==> src/rtl/control_unit.sv <==
// -----------------------------------------------------------------------------
// control_unit
//   Instruction sequencer for the 10-bit processor. An EXEC rising edge in T0
//   captures INSTR into IR and walks the timesteps T1..T3. The register, ALU
//   and bus enables are decoded from (TIME, IR) only. Because of this, EXEC,
//   CLR and INSTR affect the outputs only through registers.
//
//   Handshake: there is no valid/ready pair. The protocol is as follows.
//     - An EXEC level that rises while TIME==0 and CLR==0 starts one
//       instruction.
//     - DONE marks the last step of that instruction.
//     - CLR aborts the instruction on the next edge.
//
// Ports
//   CLK     in   1     system clock, rising edge
//   RSTb    in   1     asynchronous active-low reset
//   EXEC    in   1     debounced execute button, level
//   CLR     in   1     synchronous abort back to T0
//   INSTR   in   DW    [9:6] OP, [5:4] RX, [3:2] RY, [1:0] unused
//   EXTRN   out  1     drive INSTR onto BUS
//   RIN     out  NREG  one-hot register load enable
//   ROUT    out  NREG  one-hot register drive-to-BUS enable
//   AIN     out  1     load ALU A latch from BUS
//   GIN     out  1     load ALU result register G
//   GOUT    out  1     drive G onto BUS
//   ALU_OP  out  4     ALU function (IR[9:6])
//   TIME    out  2     current timestep; this is also the FSM state
//   DONE    out  1     final step of the instruction
// -----------------------------------------------------------------------------
module control_unit #(
  parameter int DW   = 10,
  parameter int NREG = 4
) (
  input  logic            CLK,
  input  logic            RSTb,
  input  logic            EXEC,
  input  logic            CLR,
  input  logic [DW-1:0]   INSTR,
  output logic            EXTRN,
  output logic [NREG-1:0] RIN,
  output logic [NREG-1:0] ROUT,
  output logic            AIN,
  output logic            GIN,
  output logic            GOUT,
  output logic [3:0]      ALU_OP,
  output logic [1:0]      TIME,
  output logic            DONE
);

  typedef enum logic [1:0] {
    T0 = 2'd0,
    T1 = 2'd1,
    T2 = 2'd2,
    T3 = 2'd3
  } step_t;

  localparam logic [3:0] OP_LOAD = 4'b0000;
  localparam logic [3:0] OP_COPY = 4'b0001;
  localparam logic [3:0] OP_INV  = 4'b0111;

  step_t         state_q, state_d;
  logic [DW-1:0] ir_q, ir_d;
  logic          exec_q;

  logic [3:0]      op;
  logic [NREG-1:0] rx_oh;
  logic [NREG-1:0] ry_oh;
  logic            is_alu;
  logic            start;
  logic            unused_ir_bits;

  // State register.
  always_ff @(posedge CLK or negedge RSTb) begin
    if (!RSTb) begin
      state_q <= T0;
      ir_q    <= '0;
      exec_q  <= 1'b0;
    end else begin
      state_q <= state_d;
      ir_q    <= ir_d;
      exec_q  <= EXEC;
    end
  end

  // Instruction field decode.
  assign op     = ir_q[DW-1:DW-4];
  assign rx_oh  = NREG'(1) << ir_q[DW-5:DW-6];
  assign ry_oh  = NREG'(1) << ir_q[DW-7:DW-8];
  // Opcodes 0010..0111 are the three-step ALU group; 1xxx is illegal.
  assign is_alu = (op[3] == 1'b0) && (op[2:1] != 2'b00);

  assign unused_ir_bits = ^ir_q[DW-9:0];

  // Edge detect on EXEC, so holding the button runs only one instruction.
  assign start = EXEC & ~exec_q & (state_q == T0) & ~CLR;

  // Next state. The priority order is CLR, then start, then DONE, then step.
  always_comb begin
    state_d = state_q;
    ir_d    = ir_q;
    if (CLR) begin
      state_d = T0;
    end else if (start) begin
      state_d = T1;
      ir_d    = INSTR;
    end else if (DONE) begin
      state_d = T0;
    end else begin
      case (state_q)
        T1:      state_d = T2;
        T2:      state_d = T3;
        // T3 always has DONE for a legal decode. The hold is here so that
        // the counter never wraps on its own.
        T3:      state_d = T3;
        default: state_d = T0;
      endcase
    end
  end

  // Output decode of (TIME, IR). All outputs are quiet in T0.
  always_comb begin
    EXTRN = 1'b0;
    RIN   = '0;
    ROUT  = '0;
    AIN   = 1'b0;
    GIN   = 1'b0;
    GOUT  = 1'b0;
    DONE  = 1'b0;
    case (state_q)
      T1: begin
        if (op == OP_LOAD) begin
          EXTRN = 1'b1;
          RIN   = rx_oh;
          DONE  = 1'b1;
        end else if (op == OP_COPY) begin
          ROUT  = ry_oh;
          RIN   = rx_oh;
          DONE  = 1'b1;
        end else if (is_alu) begin
          ROUT  = rx_oh;
          AIN   = 1'b1;
        end else begin
          // An illegal opcode retires as a one-step NOP.
          DONE  = 1'b1;
        end
      end
      T2: begin
        if (is_alu) begin
          GIN = 1'b1;
          // INV has a single operand, so the bus stays undriven.
          if (op != OP_INV) ROUT = ry_oh;
        end
      end
      T3: begin
        if (is_alu) begin
          GOUT = 1'b1;
          RIN  = rx_oh;
          DONE = 1'b1;
        end
      end
      default: ;
    endcase
  end

  assign ALU_OP = op;
  assign TIME   = state_q;

endmodule

==> config.mk <==
export PLATFORM = sky130hd
export DESIGN_NAME = control_unit
export DESIGN_NICKNAME = d
export VERILOG_FILES = /design/src/rtl/control_unit.sv
export SDC_FILE = /design/constraint.sdc
export NUM_CORES = 1
export LEC_CHECK = 0
export ABC_CLOCK_PERIOD_IN_PS = 1360
export CAP_MARGIN = 15
export CORE_MARGIN = 5
export CORE_UTILIZATION = 36
export DETAILED_ROUTE_END_ITERATION = 12
export PLACE_DENSITY = 0.74
export RECOVER_POWER = 100
export SLEW_MARGIN = 15
export SYNTH_ARGS = -nofsm -noshare
export SYNTH_HDL_FRONTEND = slang
export SYNTH_SLANG_ARGS = --single-unit
==> constraint.sdc <==
create_clock -name CLK -period 1.36 [get_ports CLK]
set_input_delay 0.204 -clock CLK [delete_from_list [all_inputs] [get_ports CLK]]
set_output_delay 0.204 -clock CLK [all_outputs]
set_load 0.03 [all_outputs]
==> out/summary.md, run 1 <==
The run finished, with violations left. The final reports fail on setup timing. The logs give -0.24 ns for the reg-to-reg setup timing slack and 1220 µm² for the standard cell area after detailed placement. Buffers placed on the I/O ports in this run total 30. The adder and majority cell fraction of the synthesized area is 0.0870. The final cycle utilization of the critical path was 1.42; the clock insertion delay at the later pin of the skew report was 0.27 ns.

The type of destination of the critical path is an output pin. Excluding fillers, the count of instances in the completed layout stands at 155. The floorplan has 16 rows.

The area growth from synthesis to layout is 101%. The critical path is of the flip-flop to output pin type. Derived from the worst setup path, the maximum achievable clock frequency is 516 MHz. Summed over all layers, the routed wires come to 2230 µm. For this design the static power due to leakage is 0.583 nW. The net switching fraction of the power came out at 0.378.

The number of antenna diodes in the final layout is 0. TritonCTS built the clock tree. The tree is rooted in a clkbuf_4. Setup repair after global routing could not meet its margin everywhere. After synthesis the netlist holds a flip-flop and latch count of 11. When the netlist entered floorplanning its net count stood at 91.

For the worst slew margin relative to its limit, the log shows 0.685. In this run the critical register-to-register path is captured at ir_q[2]. The area fraction in compound gates after synthesis works out to 0.137. The depth of the worst register-to-register path was 6. The Yosys step of the flow raised 0 warnings. At the pin with the least slew margin, the transition time is 0.471 ns.

STA classifies the critical path startpoint as a flip-flop. The total core area was 1940 µm². The logs give 11 for the number of DRC markers after the initial detailed-route iteration and 1.40 mW for the post-route total power. Internal power comes to 0.872 mW. The wire length of the first global-routing pass was 3700 µm; the share of power burned in registers was 0.343. The part of the power in the clock network was 0.157; the initial antenna violation count was 0. For the initial cell density of the core, the log shows 0.370.

The clock arrives with 0.00439 ns of skew. At the worst endpoint, the required time is 1.16 ns. The multiplexer fraction of the synthesized cell area is 0.125. Most area-hungry cell type in the Yosys netlist: dfrtp_1.

The combinational fraction of design power is 0.501. The final net count was 148; the global placer's final weighted congestion was 0.773. The tools report the worst-case clock buffer depth as 2. The area share of and/or/nand/nor cells after synthesis came out at 0.210.

For this run, the detailed router's first-pass iteration total came to 4. The mean routed wirelength per cell was 14.4 µm. The classification of the worst-slack hold path was primary input to asynchronous set/reset pin. Counting tap cells, the placed design contains a total of 143 instances. IR analysis of the VDD net gives a maximum drop of 768 µV. The run gives 0 as the number of remaining DRC errors. The run gives -0.576 ns as the final worst-path setup slack. The reported net switching power is 0.530 mW, and the overall die area is 2990 µm². The run gives 0.324 ns as the final-layout worst hold slack. For the distinct cell type count of the synthesized netlist, the log shows 26. The most common library cell in the layout ignoring fill and taps is buf_4. The tools report the critical path launch point as TIME[1]. The share of the yosys chip area belonging to registers was 0.383.

The reg-to-reg startpoint is TIME[0]. The die is 54.7 µm wide. Counting the buffers created by CTS gives 3. The vertical die dimension is 54.7 µm, and the placed wire-length estimate is 1680 µm. The finished cells cover 1440 µm².

The tools report the total routing resource utilization after global routing as 0.172. In this run the count of I/O pins placed on the die edge is 33. The critical path data arrival time is 1.73 ns, and the area share of the largest cell type after synthesis is 0.383. In the routed layout, each cell is associated on average with a via count of 4.86. The tools report the H-tree depth reported by CTS as 1.

After global routing the overflow that remains totals 0. The cell area after synthesis was 719 µm². By area, the combinational part of the netlist is dominated by simple AND/OR/NAND/NOR gates. The count of max-cap constraint violations is 0, and the final count of pins violating max slew is 0. After technology mapping, the gate count stands at 72. The number of global-route vias before repair is 843. The worst path needs 1.94 ns of the cycle, external delays included. The residual antenna-violating net count after detailed routing is 0, and the number of failing hold endpoints at the final stage is 0. The post-synthesis share of cell area spent on xor and xnor gates is 0, and the total power density per cell area is 972 nW/µm².

Setup violations remaining at the end of the flow were counted as 23. Fraction of final layout cells with drive strength greater than 1: 0.672. In the layout the commonest cells are 28 x buf_4, 15 x buf_6, 9 x clkdlybuf4s50_1, 8 x mux2_2, 7 x dfrtp_1. The highest fanout seen on the critical path was 4. The average instance in the mapped netlist occupies 9.99 µm². By area the synthesized netlist is led by dfrtp_1 38%, mux2_2 13%, ha_1 8.7%. The utilization after layout came out at 0.743.

The register clock-pin slew on the reported worst setup and hold paths is 0.07 ns. Entering global routing, the biggest net connects 12 pins. The final route contains 754 vias. Number of clock sinks: 11.
[logic make-up (layout without fill, tap and decap cells)]
kind of cell	Yosys count	count (layout)
AOI/OAI and AO/OA	14	14
muxes	8	8
adders and majority gates	5	5
buffers and inverters	7	63
DFF	11	11
and+or+nand+nor	27	27
[registers in the layout, summed over array words and instances (netlist names)]
signal	count
TIME	2
ir_q	8
exec_q	1
[through the flow]
stage / setup slack, ns / setup TNS (ns)
finish: -0.576 / -8.04
global route: -0.645 / -9.57
detailed placement: -0.394 / -4.50
floorplan: -0.383 / -5.49
CTS: -0.595 / -8.01
global placement: -0.346 / -3.72
[power by group through the flow]
stage	Combinational (mW)	Sequential, mW	Clock [mW]
2_1_floorplan	0.348	0.480	0
3_3_place_gp	0.581	0.476	0
3_5_place_dp	0.593	0.488	0
4_1_cts	0.680	0.478	0.232
5_1_grt	0.742	0.496	0.244
6_report	0.702	0.481	0.220
[critical path, cell delays in order (launching register included)]
cell and delay [ns]:
dfrtp_2 0.41, inv_2 0.09, ha_4 0.13, or3b_1 0.35
a21o_4 0.26, nor2_4 0.09, buf_6 0.13
[cell type report]
class / instances / area, µm²
Clock buffer: 4 / 26.3
Timing Repair Buffer: 56 / 514
Fill cell: 143 / 499
Sequential cell: 11 / 280
Tap cell: 27 / 33.8
Multi-Input combinational cell: 54 / 574
Inverter: 3 / 13.8
[metal layers]
metal / vias to the layer above / wire length [µm] / global-route usage
met5: - / 0 / 0
li1: 366 / - / -
met1: 361 / 926 / 0.213
met3: 6 / 106 / 0.0136
met2: 21 / 1160 / 0.287
met4: 0 / 45 / 0.104
[timing repair]
action,4_1_cts,5_1_grt
cloned,0,0
gates resized for setup,27,5
setup endpoints to repair,23,25
pin swaps,3,2
buffers inserted,6,2
hold buffers,0,0
[how the worst max path moves through the flow]
stage	endpoint	slack, ns
2_1_floorplan	RIN[0]	-0.38
3_3_place_gp	RIN[3]	-0.35
3_5_place_dp	RIN[1]	-0.39
4_1_cts	RIN[1]	-0.59
5_1_grt	RIN[0]	-0.64
6_report	RIN[0]	-0.58
[cell usage after synthesis (all sizes together)]
library cell	count
nor2b	1
o21ba	1
a21o	1
ha	5
nand2b	3
nor4b	1
mux2	8
nand3	3
o22ai	5
a211oi	1
buf	4
nand2	4
a32oi	1
o221ai	1
nor2	8
and2	1
o21ai	2
or2	1
o21a	1
o21bai	1
nand3b	2
dfrtp	11
or3b	1
inv	3
nor3	2
Note: power is estimated with default switching activity, not from simulation.
==> run 2: changes to the inputs <==
--- a/config.mk
+++ b/config.mk
@@ -10,6 +10,7 @@
 export CORE_MARGIN = 5
 export CORE_UTILIZATION = 36
 export DETAILED_ROUTE_END_ITERATION = 12
+export GPL_TIMING_DRIVEN = 1
 export PLACE_DENSITY = 0.74
 export RECOVER_POWER = 100
 export SLEW_MARGIN = 15
==> results of run 2 <==
Final layout, timing and power as in run 1 (identical DEF).
==> run 3: changes to the inputs <==
--- a/config.mk
+++ b/config.mk
@@ -5,13 +5,14 @@
 export SDC_FILE = /design/constraint.sdc
 export NUM_CORES = 1
 export LEC_CHECK = 0
-export ABC_CLOCK_PERIOD_IN_PS = 1360
+export ABC_CLOCK_PERIOD_IN_PS = 2500
 export CAP_MARGIN = 15
 export CORE_MARGIN = 5
-export CORE_UTILIZATION = 36
+export CORE_UTILIZATION = 43
+export CTS_CLUSTER_DIAMETER = 150
 export DETAILED_ROUTE_END_ITERATION = 12
 export GPL_TIMING_DRIVEN = 1
-export PLACE_DENSITY = 0.74
+export PLACE_DENSITY = 0.83
 export RECOVER_POWER = 100
 export SLEW_MARGIN = 15
 export SYNTH_ARGS = -nofsm -noshare
==> constraint.sdc (replaced) <==
create_clock -name CLK -period 2.5 [get_ports CLK]
set_input_delay 0.375 -clock CLK [delete_from_list [all_inputs] [get_ports CLK]]
set_output_delay 0.375 -clock CLK [all_outputs]
set_load 0.03 [all_outputs]
==> run 3 against run 2 <==
Against the previous run: the flow now finishes without violations; core utilization down 9.3 points; sequential share of layout area up 8.0 points; clock power down 48%; first-iteration DRC count down 91%; cell count down 23%; largest cell class unchanged; largest power group is now sequential cells.
==> out/summary.md, run 3 (synthesized netlist as in run 1, its figures left out) <==
The run gives 33 (unchanged) as the count of pins on the block boundary. TritonCTS built the clock tree. Register containing the most flip-flops in the final layout: ir_q (unchanged). The length of the first detailed-routing pass in iterations was 4 (unchanged); the number of failing hold endpoints at the final stage was 0 (unchanged). The logs give 3 (unchanged) for the number of buffers created by CTS and 0 (was 23) for the setup-violating endpoint count in the final report. The worst-case clock buffer depth was 2 (unchanged); the critical path data arrival time was 2.00 ns (was 1.73 ns).

The pin count of the biggest net entering global routing is 12 (unchanged), and the total congestion overflow is 0 (unchanged). The highest fanout seen on the critical path was 4 (unchanged). Slowest cell on the critical path: dlygate4sd2_1 (was dfrtp_2). The delay of the slowest cell on the worst path was 0.42 ns (was 0.41 ns); the worst ir drop on vdd was 381 µV (was 768 µV). For the cell row count, the log shows 14 (was 16).

The tools report the reg-to-reg setup timing slack as 0.30 ns (was -0.24 ns). The worst-margin pin slew was 1.15 ns (was 0.471 ns). The worst path in the final design needs a cycle of 2.38 ns, including I/O delays and setup.

For the total area of multi-input combinational cells, the log shows 394 µm² (was 574 µm²). The logs give 0.428 nW (was 0.583 nW) for the leakage dissipation and 0.768 (was 0.773) for the global placer's final weighted congestion. The register clock-pin slew on the reported worst setup and hold paths came out at 0.06 ns (was 0.07 ns). The count of buffers inserted at the top-level ports is 30 (unchanged).

Count of max-cap constraint violations: 0 (unchanged). The number of remaining DRC errors was 0 (unchanged). Derived from the worst setup path, the maximum achievable clock frequency is 421 MHz. Setup repair after global routing left no endpoint under its margin. The total core area is 1540 µm² (was 1940 µm²), and the H-tree depth reported by CTS is 1 (unchanged). The total routing resource utilization after global routing is 0.130 (was 0.172). The final count of pins violating max slew came out at 0 (unchanged).

The number of fillers in the final layout came out at 139 (was 143). The depth of the worst register-to-register path was 5 (was 6). The logs give 275 µm² (was 280 µm²) for the sequential cell area and 0.467 (was 0.370) for the initial cell density of the core. The logs give 0.26 ns (was 0.27 ns) for the clock insertion delay at the later pin of the skew report and 123 (was 148) for the final net count.

The kind of critical path is flip-flop to output pin (unchanged). The initial antenna violation count was 0 (unchanged); the required time of the worst setup path was 2.12 ns (was 1.16 ns). The vertical die dimension was 50.9 µm (was 54.7 µm); the die width was 50.9 µm (was 54.7 µm).

Classification of the worst-slack hold path: primary input to asynchronous set/reset pin (unchanged). Termination of the worst setup path: RIN[2] (was RIN[0]). Kind of launch point of the worst setup path: a flip-flop (unchanged). The total power density per cell area is 589 nW/µm² (was 972 nW/µm²). The tools report the final-layout worst hold slack as 0.504 ns (was 0.324 ns). The run gives 1590 µm (was 2230 µm) as the total wire length. The antenna diode count is 0 (unchanged).

The flip-flop count of the largest register, all copies and words added was 8 (unchanged); the layout-stage area growth over the synthesis result was 39.3% (was 101%). The tools report the residual antenna-violating net count after detailed routing as 0 (unchanged). The type of destination of the critical path was an output pin (unchanged). Destination of the worst register-to-register timing path: ir_q[2] (unchanged). The clock skew after layout is 0.00136 ns (was 0.00439 ns), and the mean routed wirelength per cell is 13.4 µm (was 14.4 µm).

The total via count in the routed design was 648 (was 754); the fraction of final layout cells with drive strength greater than 1 was 0.204 (was 0.672). Critical path, cell by cell: inv_1, ha_1, or3b_1, a21o_1, nor2_1, dlygate4sd2_1 (was inv_2, ha_4, or3b_1, a21o_4, nor2_4, buf_6). Reg-to-reg startpoint: TIME[0] (unchanged). Cell at the root of the clock tree: clkbuf_4 (unchanged). The logs give 11 (unchanged) for the number of clock sinks and 2640 µm (was 3700 µm) for the wire length of the first global-routing pass. The accumulated negative setup slack is 0 ns (was -8.04 ns). Final cycle utilization of the critical path: 0.951. The placed wire-length estimate came out at 1320 µm (was 1680 µm). The tools report the worst slew margin relative to its limit as 0.228 (was 0.685). The number of DRC markers after the initial detailed-route iteration came out at 1 (was 11). Critical path launch point: TIME[1] (unchanged). The run finished with clean final reports. Detail-routed via count per cell: 5.45 (was 4.86).

Leading cell types in the layout, fill and taps excluded: 11 x dfrtp_1, 11 x clkdlybuf4s50_1, 11 x dlygate4sd3_1, 8 x mux2_2, 7 x nor2_1 (was 28 x buf_4, 15 x buf_6, 9 x clkdlybuf4s50_1, 8 x mux2_2, 7 x dfrtp_1). The tools report the hold buffer count at CTS as 0 (unchanged). The logs give 2590 µm² (was 2990 µm²) for the overall die area and 597 (was 843) for the number of global-route vias before repair.
## run 3: layout make-up
class / instances / area share
flip-flops and latches: 11 / 0.275
inverters: 3 / 0.0112
well taps: 16 / 0.0200
multi-input cells: 54 / 0.393
repair buffers: 31 / 0.275
clock buffers: 4 / 0.0262
## run 3: power by group
part / leakage (nW) / switching (mW) / internal [mW]
sequential: 0.134 / 0.0535 / 0.213
combinational: 0.279 / 0.108 / 0.102
clock: 0.0150 / 0.0527 / 0.0617
## run 3: worst max-delay path: cells and delay by family (launching register included)
kind	cells	cell delay [ns]
fa+ha+maj	1	0.21
flops	1	0.38
compound gates	1	0.20
buf+inv	2	0.51
simple gates	2	0.44
## run 3: what timing repair did
action,in CTS,in global routing
gates resized for setup,8,13
setup buffers,0,0
endpoints found under the setup margin,8,7
## run 3: per-stage QoR
| step | power [mW] | area (µm²) | util | worst slack [ns] | std cells |
|---|---|---|---|---|---|
| global placement | 0.481 | 1020 | 0.660 | 0.124 | 115 |
| finish | 0.590 | 1000 | 0.650 | 0.123 | 119 |
| floorplan | 0.416 | 719 | - | 0.178 | 72 |
| detailed placement | 0.488 | 1020 | 0.660 | 0.0912 | 115 |
| CTS | 0.605 | 1030 | 0.670 | 0.0847 | 119 |
| global route | 0.629 | 1000 | 0.650 | 0.00295 | 119 |
## run 3: layer usage
metal / routed length (µm) / GRT usage
met1: 690 / 0.165
met5: 0 / 0
met3: 88 / 0.0203
met4: 27 / 0.0894
met2: 786 / 0.202
## run 3: how the worst min path moves through the flow
stage | start | end | slack, ns | depth (start not counted)
finish | RSTb | ir_q[4] | 0.50 | 1
global route | RSTb | ir_q[4] | 0.52 | 1
CTS | RSTb | ir_q[4] | 0.44 | 1
detailed placement | ir_q[2] | ir_q[2] | 0.58 | 1
global placement | ir_q[2] | ir_q[2] | 0.55 | 1
floorplan | RSTb | TIME[0] | 0.08 | 0
